--- src/rtl/video_pkg.sv ---
// Shared video-path types: highlight modes, pixel struct, coordinate widths.
package video_pkg;

  localparam logic [1:0] MODE_G    = 2'b00;
  localparam logic [1:0] MODE_R    = 2'b01;
  localparam logic [1:0] MODE_B    = 2'b10;
  localparam logic [1:0] MODE_PASS = 2'b11;

  localparam int XW = 10;
  localparam int YW = 9;
  localparam int CW = 19;

  typedef struct packed {
    logic [7:0] r;
    logic [7:0] g;
    logic [7:0] b;
  } rgb_t;

  function automatic logic is_gray(input rgb_t p);
    return (p.r == p.g) && (p.g == p.b);
  endfunction

endpackage

--- src/rtl/bbox_accum.sv ---
// Per-frame min/max/count of colored pixel positions.
// init restarts the frame; with update it seeds from the current pixel.
module bbox_accum
  import video_pkg::*;
#(
  parameter int H_ACTIVE = 640,
  parameter int V_ACTIVE = 480
) (
  input  logic          clk,
  input  logic          rst_n,
  input  logic          init,
  input  logic          update,
  input  logic [XW-1:0] x,
  input  logic [YW-1:0] y,
  output logic [XW-1:0] xmin,
  output logic [XW-1:0] xmax,
  output logic [YW-1:0] ymin,
  output logic [YW-1:0] ymax,
  output logic [CW-1:0] cnt
);

  localparam logic [XW-1:0] XLAST = XW'(H_ACTIVE - 1);
  localparam logic [YW-1:0] YLAST = YW'(V_ACTIVE - 1);

  always_ff @(posedge clk or negedge rst_n) begin
    if (!rst_n) begin
      xmin <= XLAST;
      xmax <= '0;
      ymin <= YLAST;
      ymax <= '0;
      cnt  <= '0;
    end else if (init) begin
      if (update) begin
        xmin <= x;
        xmax <= x;
        ymin <= y;
        ymax <= y;
        cnt  <= CW'(1);
      end else begin
        xmin <= XLAST;
        xmax <= '0;
        ymin <= YLAST;
        ymax <= '0;
        cnt  <= '0;
      end
    end else if (update) begin
      if (x < xmin) xmin <= x;
      if (x > xmax) xmax <= x;
      if (y < ymin) ymin <= y;
      if (y > ymax) ymax <= y;
      if (cnt != '1) cnt <= cnt + CW'(1);
    end
  end

endmodule

--- src/rtl/color_bbox_tracker.sv ---
// Bounding box of non-gray pixels per frame, outlined into the next frame.
// Position counters, frame-close latch and overlay mux; 1-cycle latency.
module color_bbox_tracker
  import video_pkg::*;
#(
  parameter int          H_ACTIVE  = 640,
  parameter int          V_ACTIVE  = 480,
  parameter int          MIN_COUNT = 64,
  parameter logic [23:0] BOX_RGB   = 24'hFFFF00
) (
  input  logic          clk,
  input  logic          rst_n,
  input  logic          in_valid,
  input  logic          in_sof,
  input  logic          in_eol,
  input  logic [7:0]    in_r,
  input  logic [7:0]    in_g,
  input  logic [7:0]    in_b,
  input  logic [1:0]    mode,
  output logic          out_valid,
  output logic          out_sof,
  output logic          out_eol,
  output logic [7:0]    out_r,
  output logic [7:0]    out_g,
  output logic [7:0]    out_b,
  output logic          box_valid,
  output logic [XW-1:0] box_xmin,
  output logic [XW-1:0] box_xmax,
  output logic [YW-1:0] box_ymin,
  output logic [YW-1:0] box_ymax,
  output logic [CW-1:0] pix_count
);

  localparam logic [XW-1:0] XLAST = XW'(H_ACTIVE - 1);
  localparam logic [YW-1:0] YLAST = YW'(V_ACTIVE - 1);
  localparam logic [CW-1:0] MINC  = CW'(MIN_COUNT);

  rgb_t          pix;
  rgb_t          out_pix;
  logic [XW-1:0] x, cx;
  logic [YW-1:0] y, cy;
  logic          frame_close;
  logic          colored;
  logic [XW-1:0] acc_xmin, acc_xmax;
  logic [YW-1:0] acc_ymin, acc_ymax;
  logic [CW-1:0] acc_cnt;
  logic          acc_ok;
  logic          ov_valid;
  logic [XW-1:0] ov_xmin, ov_xmax;
  logic [YW-1:0] ov_ymin, ov_ymax;
  logic          on_col, on_row, on_box;

  assign pix         = '{r: in_r, g: in_g, b: in_b};
  assign cx          = in_sof ? '0 : x;
  assign cy          = in_sof ? '0 : y;
  assign frame_close = in_valid && in_sof;
  assign colored     = in_valid && (mode != MODE_PASS)
                       && !is_gray(pix);
  assign acc_ok      = acc_cnt >= MINC;

  bbox_accum #(
    .H_ACTIVE (H_ACTIVE),
    .V_ACTIVE (V_ACTIVE)
  ) u_accum (
    .clk    (clk),
    .rst_n  (rst_n),
    .init   (frame_close),
    .update (colored),
    .x      (cx),
    .y      (cy),
    .xmin   (acc_xmin),
    .xmax   (acc_xmax),
    .ymin   (acc_ymin),
    .ymax   (acc_ymax),
    .cnt    (acc_cnt)
  );

  // sof pixel already belongs to the new frame, so it sees the box being latched
  always_comb begin
    ov_valid = box_valid;
    ov_xmin  = box_xmin;
    ov_xmax  = box_xmax;
    ov_ymin  = box_ymin;
    ov_ymax  = box_ymax;
    if (in_sof) begin
      ov_valid = acc_ok;
      ov_xmin  = acc_xmin;
      ov_xmax  = acc_xmax;
      ov_ymin  = acc_ymin;
      ov_ymax  = acc_ymax;
    end
    on_col = ((cx == ov_xmin) || (cx == ov_xmax))
             && (cy >= ov_ymin) && (cy <= ov_ymax);
    on_row = ((cy == ov_ymin) || (cy == ov_ymax))
             && (cx >= ov_xmin) && (cx <= ov_xmax);
    on_box = ov_valid && (on_col || on_row);
  end

  always_ff @(posedge clk or negedge rst_n) begin
    if (!rst_n) begin
      x <= '0;
      y <= '0;
    end else if (in_valid) begin
      if (in_eol) begin
        x <= '0;
        y <= (cy == YLAST) ? YLAST : cy + YW'(1);
      end else begin
        x <= (cx == XLAST) ? XLAST : cx + XW'(1);
        y <= cy;
      end
    end
  end

  always_ff @(posedge clk or negedge rst_n) begin
    if (!rst_n) begin
      box_valid <= 1'b0;
      box_xmin  <= '0;
      box_xmax  <= '0;
      box_ymin  <= '0;
      box_ymax  <= '0;
      pix_count <= '0;
    end else if (frame_close) begin
      box_valid <= acc_ok;
      box_xmin  <= acc_xmin;
      box_xmax  <= acc_xmax;
      box_ymin  <= acc_ymin;
      box_ymax  <= acc_ymax;
      pix_count <= acc_cnt;
    end
  end

  always_ff @(posedge clk or negedge rst_n) begin
    if (!rst_n) begin
      out_valid <= 1'b0;
      out_sof   <= 1'b0;
      out_eol   <= 1'b0;
      out_pix   <= '0;
    end else begin
      out_valid <= in_valid;
      out_sof   <= in_valid && in_sof;
      out_eol   <= in_valid && in_eol;
      if (in_valid) out_pix <= on_box ? rgb_t'(BOX_RGB) : pix;
    end
  end

  assign out_r = out_pix.r;
  assign out_g = out_pix.g;
  assign out_b = out_pix.b;

endmodule
--- config.mk ---
export PLATFORM = sky130hd
export DESIGN_NAME = color_bbox_tracker
export DESIGN_NICKNAME = d
export VERILOG_FILES = /design/src/rtl/video_pkg.sv /design/src/rtl/bbox_accum.sv /design/src/rtl/color_bbox_tracker.sv
export SDC_FILE = /design/constraint.sdc
export NUM_CORES = 1
export LEC_CHECK = 0
export CORE_ASPECT_RATIO = 0.9
export CORE_MARGIN = 2
export CORE_UTILIZATION = 27
export CTS_CLUSTER_DIAMETER = 150
export DETAILED_ROUTE_END_ITERATION = 6
export GPL_TIMING_DRIVEN = 0
export PLACE_DENSITY = 0.47
export SYNTH_ARGS = -nofsm -noshare
export SYNTH_HDL_FRONTEND = slang
export SYNTH_SLANG_ARGS = --single-unit
--- constraint.sdc ---
create_clock -name clk -period 3.2 [get_ports clk]
set_input_delay 0.64 -clock clk [delete_from_list [all_inputs] [get_ports clk]]
set_output_delay 0.64 -clock clk [all_outputs]
set_load 0.01 [all_outputs]
==> flow_summary.ini <==
[die]
fp-row-count = 63
dieArea_sq_mm = 0.0353
start_util = 0.276
core_area_sq_mm = 0.0331
die_w_microns = 198
die_y_microns = 178
io_pins = 116

[global_routing]
grt_max_degree = 102
grt_pass1_wl_microns = 46300
grt_antenna_before_repair = 0
grt_pass1_vias = 7831
grt_usage = 0.174
overflow = 0

[logic_synthesis]
ys.warnings.count = 0
ys_seq_elements = 161
ys.flop_type = dfrtp_1
synth_top_family_by_area = simple AND/OR/NAND/NOR gates
synth.area.mux_share = 0.0613
synth_edf_count = 0
yosysMostFrequentCell = nand2_1
synth_top_area_frac = 0.397
syn_nets = 1102
yosysSeqAreaShare = 0.444
synth.area.top_cells = dfrtp_1 (40%), ha_1 (9.9%), nand2_1 (6.7%)
yosys-top-cells-count = nand2_1 (164), dfrtp_1 (145), inv_1 (89)
synthArstFlopShare = 1.00
syn_area_sq_mm = 0.00913
synth_xor_area_frac = 0.0163
synthAdderAreaFrac = 0.0987
syn_avg_cell_area_sq_um = 9.14
synth_simple_gate_area_frac = 0.163
synth_top_cell_by_area = dfrtp_1
synth-compound-area-share = 0.156
ys_types = 73
netlist_instances = 999

[setup_path]
reg2regPathDepth = 11
r2r_setup_slack_ns = 0.29
critPathMaxStageDelay_ns = 0.41
worstPathCellList = clkbuf_2 -> buf_6 -> buf_12 -> clkbuf_16 -> mux2_2 -> ha_1 -> and3_4 -> nand3_2 -> nor4_4 -> a31oi_1 -> a211o_1 -> o32a_4 -> buf_6 -> a31o_2
cpMostUsedCell = buf_6
startpoint_type = primary input
cp_max_fo = 7
crit_type = in2reg
slowest_stage = nor4_4
cp_data_required_time_ns = 3.53
worst_ep_arrival_time_ns = 3.48
endpoint_kind = flop
r2r_end = out_b[7]$_DFFE_PN0P_
r2r_start = x[2]$_DFFE_PN0P_

[power]
p_leak_nw = 5.33
power_frac_seq = 0.405
power.share.clock = 0.379
total_power_mw = 5.94
switchingPower_mw = 1.83
power_density_mw_per_mm2 = 504
p_sw_frac = 0.308
ir_drop_mv = 0.355
internal-power_mw = 4.11
power_frac_comb = 0.216

[sta]
maxSlewViolCount = 0
finalCritPeriodShare = 0.985
finalSetupViolations = 0
skew_ns = 0.0109
maxSlewHeadroom = 0.334
fin_tns_setup_ns = 0
finalCriticalPeriod_ns = 3.15
worst_slew_pin_slew_ns = 0.999
rsz0062_at_grt = false
final.setup.worst_slack_ns = 0.0485
hold_viol = 0
hold_slack_ns = 0.124
max_freq_mhz = 317

[place]
post_dp_cell_area_sq_mm = 0.0108
portBuffers = 114
dp.cells = 1536
dpl.hpwl_microns = 21800
post-place-ws_ns = -1.46
gp_congestion = 0.849

[finish]
antenna_cells = 0
synthToLayoutAreaGrowth_pct = 29.1
fin_area_sq_mm = 0.0118
drive_gt1_frac = 0.115
finalNonFillerCells = 1579
final_nets = 1247
fin_util = 0.356

[cts]
clock_sinks = 161
clkTransAtPathRegs_ns = 0.07
clk_latency_ns = 0.44
cts_tree = yes
cts_buffers = 17
htreeDepth = 4
root_buffer = clkbuf_16
cts.path.max_buffers = 2

[routing]
drtIter0Drc = 500
viasPerCell = 4.95
wirelength_microns = 29600
via_count = 7816
wl_per_cell_microns = 18.7
drtAntennaViolNets = 0
dr.pass1.iters = 7
remaining_drc_errors = 0

[run_status]
status = complete, no violations

[hold_path]
min_path_type = in2async

[job]
drv_cap = 0
==> layer usage <==
metal / vias up / track usage / share of wire
li1: 3792 / - / -
met1: 3797 / 0.247 / 0.49
met2: 192 / 0.258 / 0.43
met3: 35 / 0.0418 / 0.061
met4: 0 / 0.0573 / 0.019
met5: - / 0 / 0
==> cell type report <==
| type | instances | area [sq um] |
|---|---|---|
| Clock buffer | 19 | 453 |
| Clock inverter | 13 | 174 |
| Inverter | 92 | 353 |
| Fill cell | 3392 | 21300 |
| Sequential cell | 161 | 4050 |
| Timing Repair Buffer | 127 | 1290 |
| Tap cell | 422 | 528 |
| Buffer | 45 | 282 |
| Multi-Input combinational cell | 700 | 4660 |
==> registers in the layout, summed over array words and instances (netlist names), 9 cells and up <==
name	flops
u_accum.xmin	10
y	9
box_xmax	10
x	10
u_accum.ymin	9
box_xmin	10
u_accum.xmax	10
u_accum.ymax	9
box_ymin	9
box_ymax	9
pix_count	19
u_accum.cnt	19
==> layout by cell type, fill, tap and decap left out, types with 8 or more instances in the layout <==
| cell | n |
|---|---|
| nand2_1 | 154 |
| nor3_1 | 17 |
| nand3_1 | 28 |
| dfrtp_1 | 145 |
| o21ai_0 | 66 |
| clkbuf_16 | 18 |
| buf_4 | 10 |
| dfstp_2 | 16 |
| and3_1 | 11 |
| xnor2_1 | 11 |
| clkdlybuf4s50_1 | 112 |
| a31oi_1 | 18 |
| inv_1 | 80 |
| nor2b_1 | 11 |
| a21oi_1 | 44 |
| clkbuf_1 | 26 |
| mux2i_1 | 48 |
| ha_1 | 72 |
| o22ai_1 | 8 |
| inv_2 | 9 |
| nor2_1 | 64 |
==> timing repair <==
action,4_1_cts,5_1_grt
hold buffers,0,0
gates resized for setup,52,14
pin swaps,4,3
cloned,1,0
endpoints found under the setup margin,100,56
buffers inserted,9,2
==> power groups by stage <==
stage          sequential, mW  combinational, mW  clock (mW)
6_report                 2.40               1.28        2.25
2_1_floorplan            2.43              0.643           0
3_5_place_dp             2.44               1.21           0
5_1_grt                  2.43               1.42        2.39
3_3_place_gp             2.44               1.20           0
4_1_cts                  2.40               1.27        2.29
==> logic make-up after synthesis <==
group | count (synthesis)
xor+xnor | 17
fa+ha+maj | 72
compound gates | 221
buf+inv | 138
mux | 55
flops | 161
simple gates | 335
==> how the worst max path moves through the flow <==
stage | end | slack (ns) | start
2_1_floorplan | out_b[2]$_DFFE_PN0P_ | 0.002 | in_sof
3_3_place_gp | box_xmax[7]$_DFFE_PN0P_ | -5.81 | rst_n
3_5_place_dp | out_b[5]$_DFFE_PN0P_ | -1.46 | in_sof
4_1_cts | out_g[1]$_DFFE_PN0P_ | 0.001 | in_sof
5_1_grt | out_b[0]$_DFFE_PN0P_ | 0.01 | in_sof
6_report | out_b[7]$_DFFE_PN0P_ | 0.05 | in_sof
==> worst max-delay path: cells and delay by family <==
| kind | cells | cell delay (ns) |
|---|---|---|
| buffers and inverters | 5 | 0.65 |
| adder cells (fa/ha/maj) | 1 | 0.27 |
| AND/OR/NAND/NOR | 3 | 0.67 |
| multiplexers | 1 | 0.32 |
| AO/OA/AOI/OAI | 4 | 0.91 |
Power figures use the tool's default switching activity.
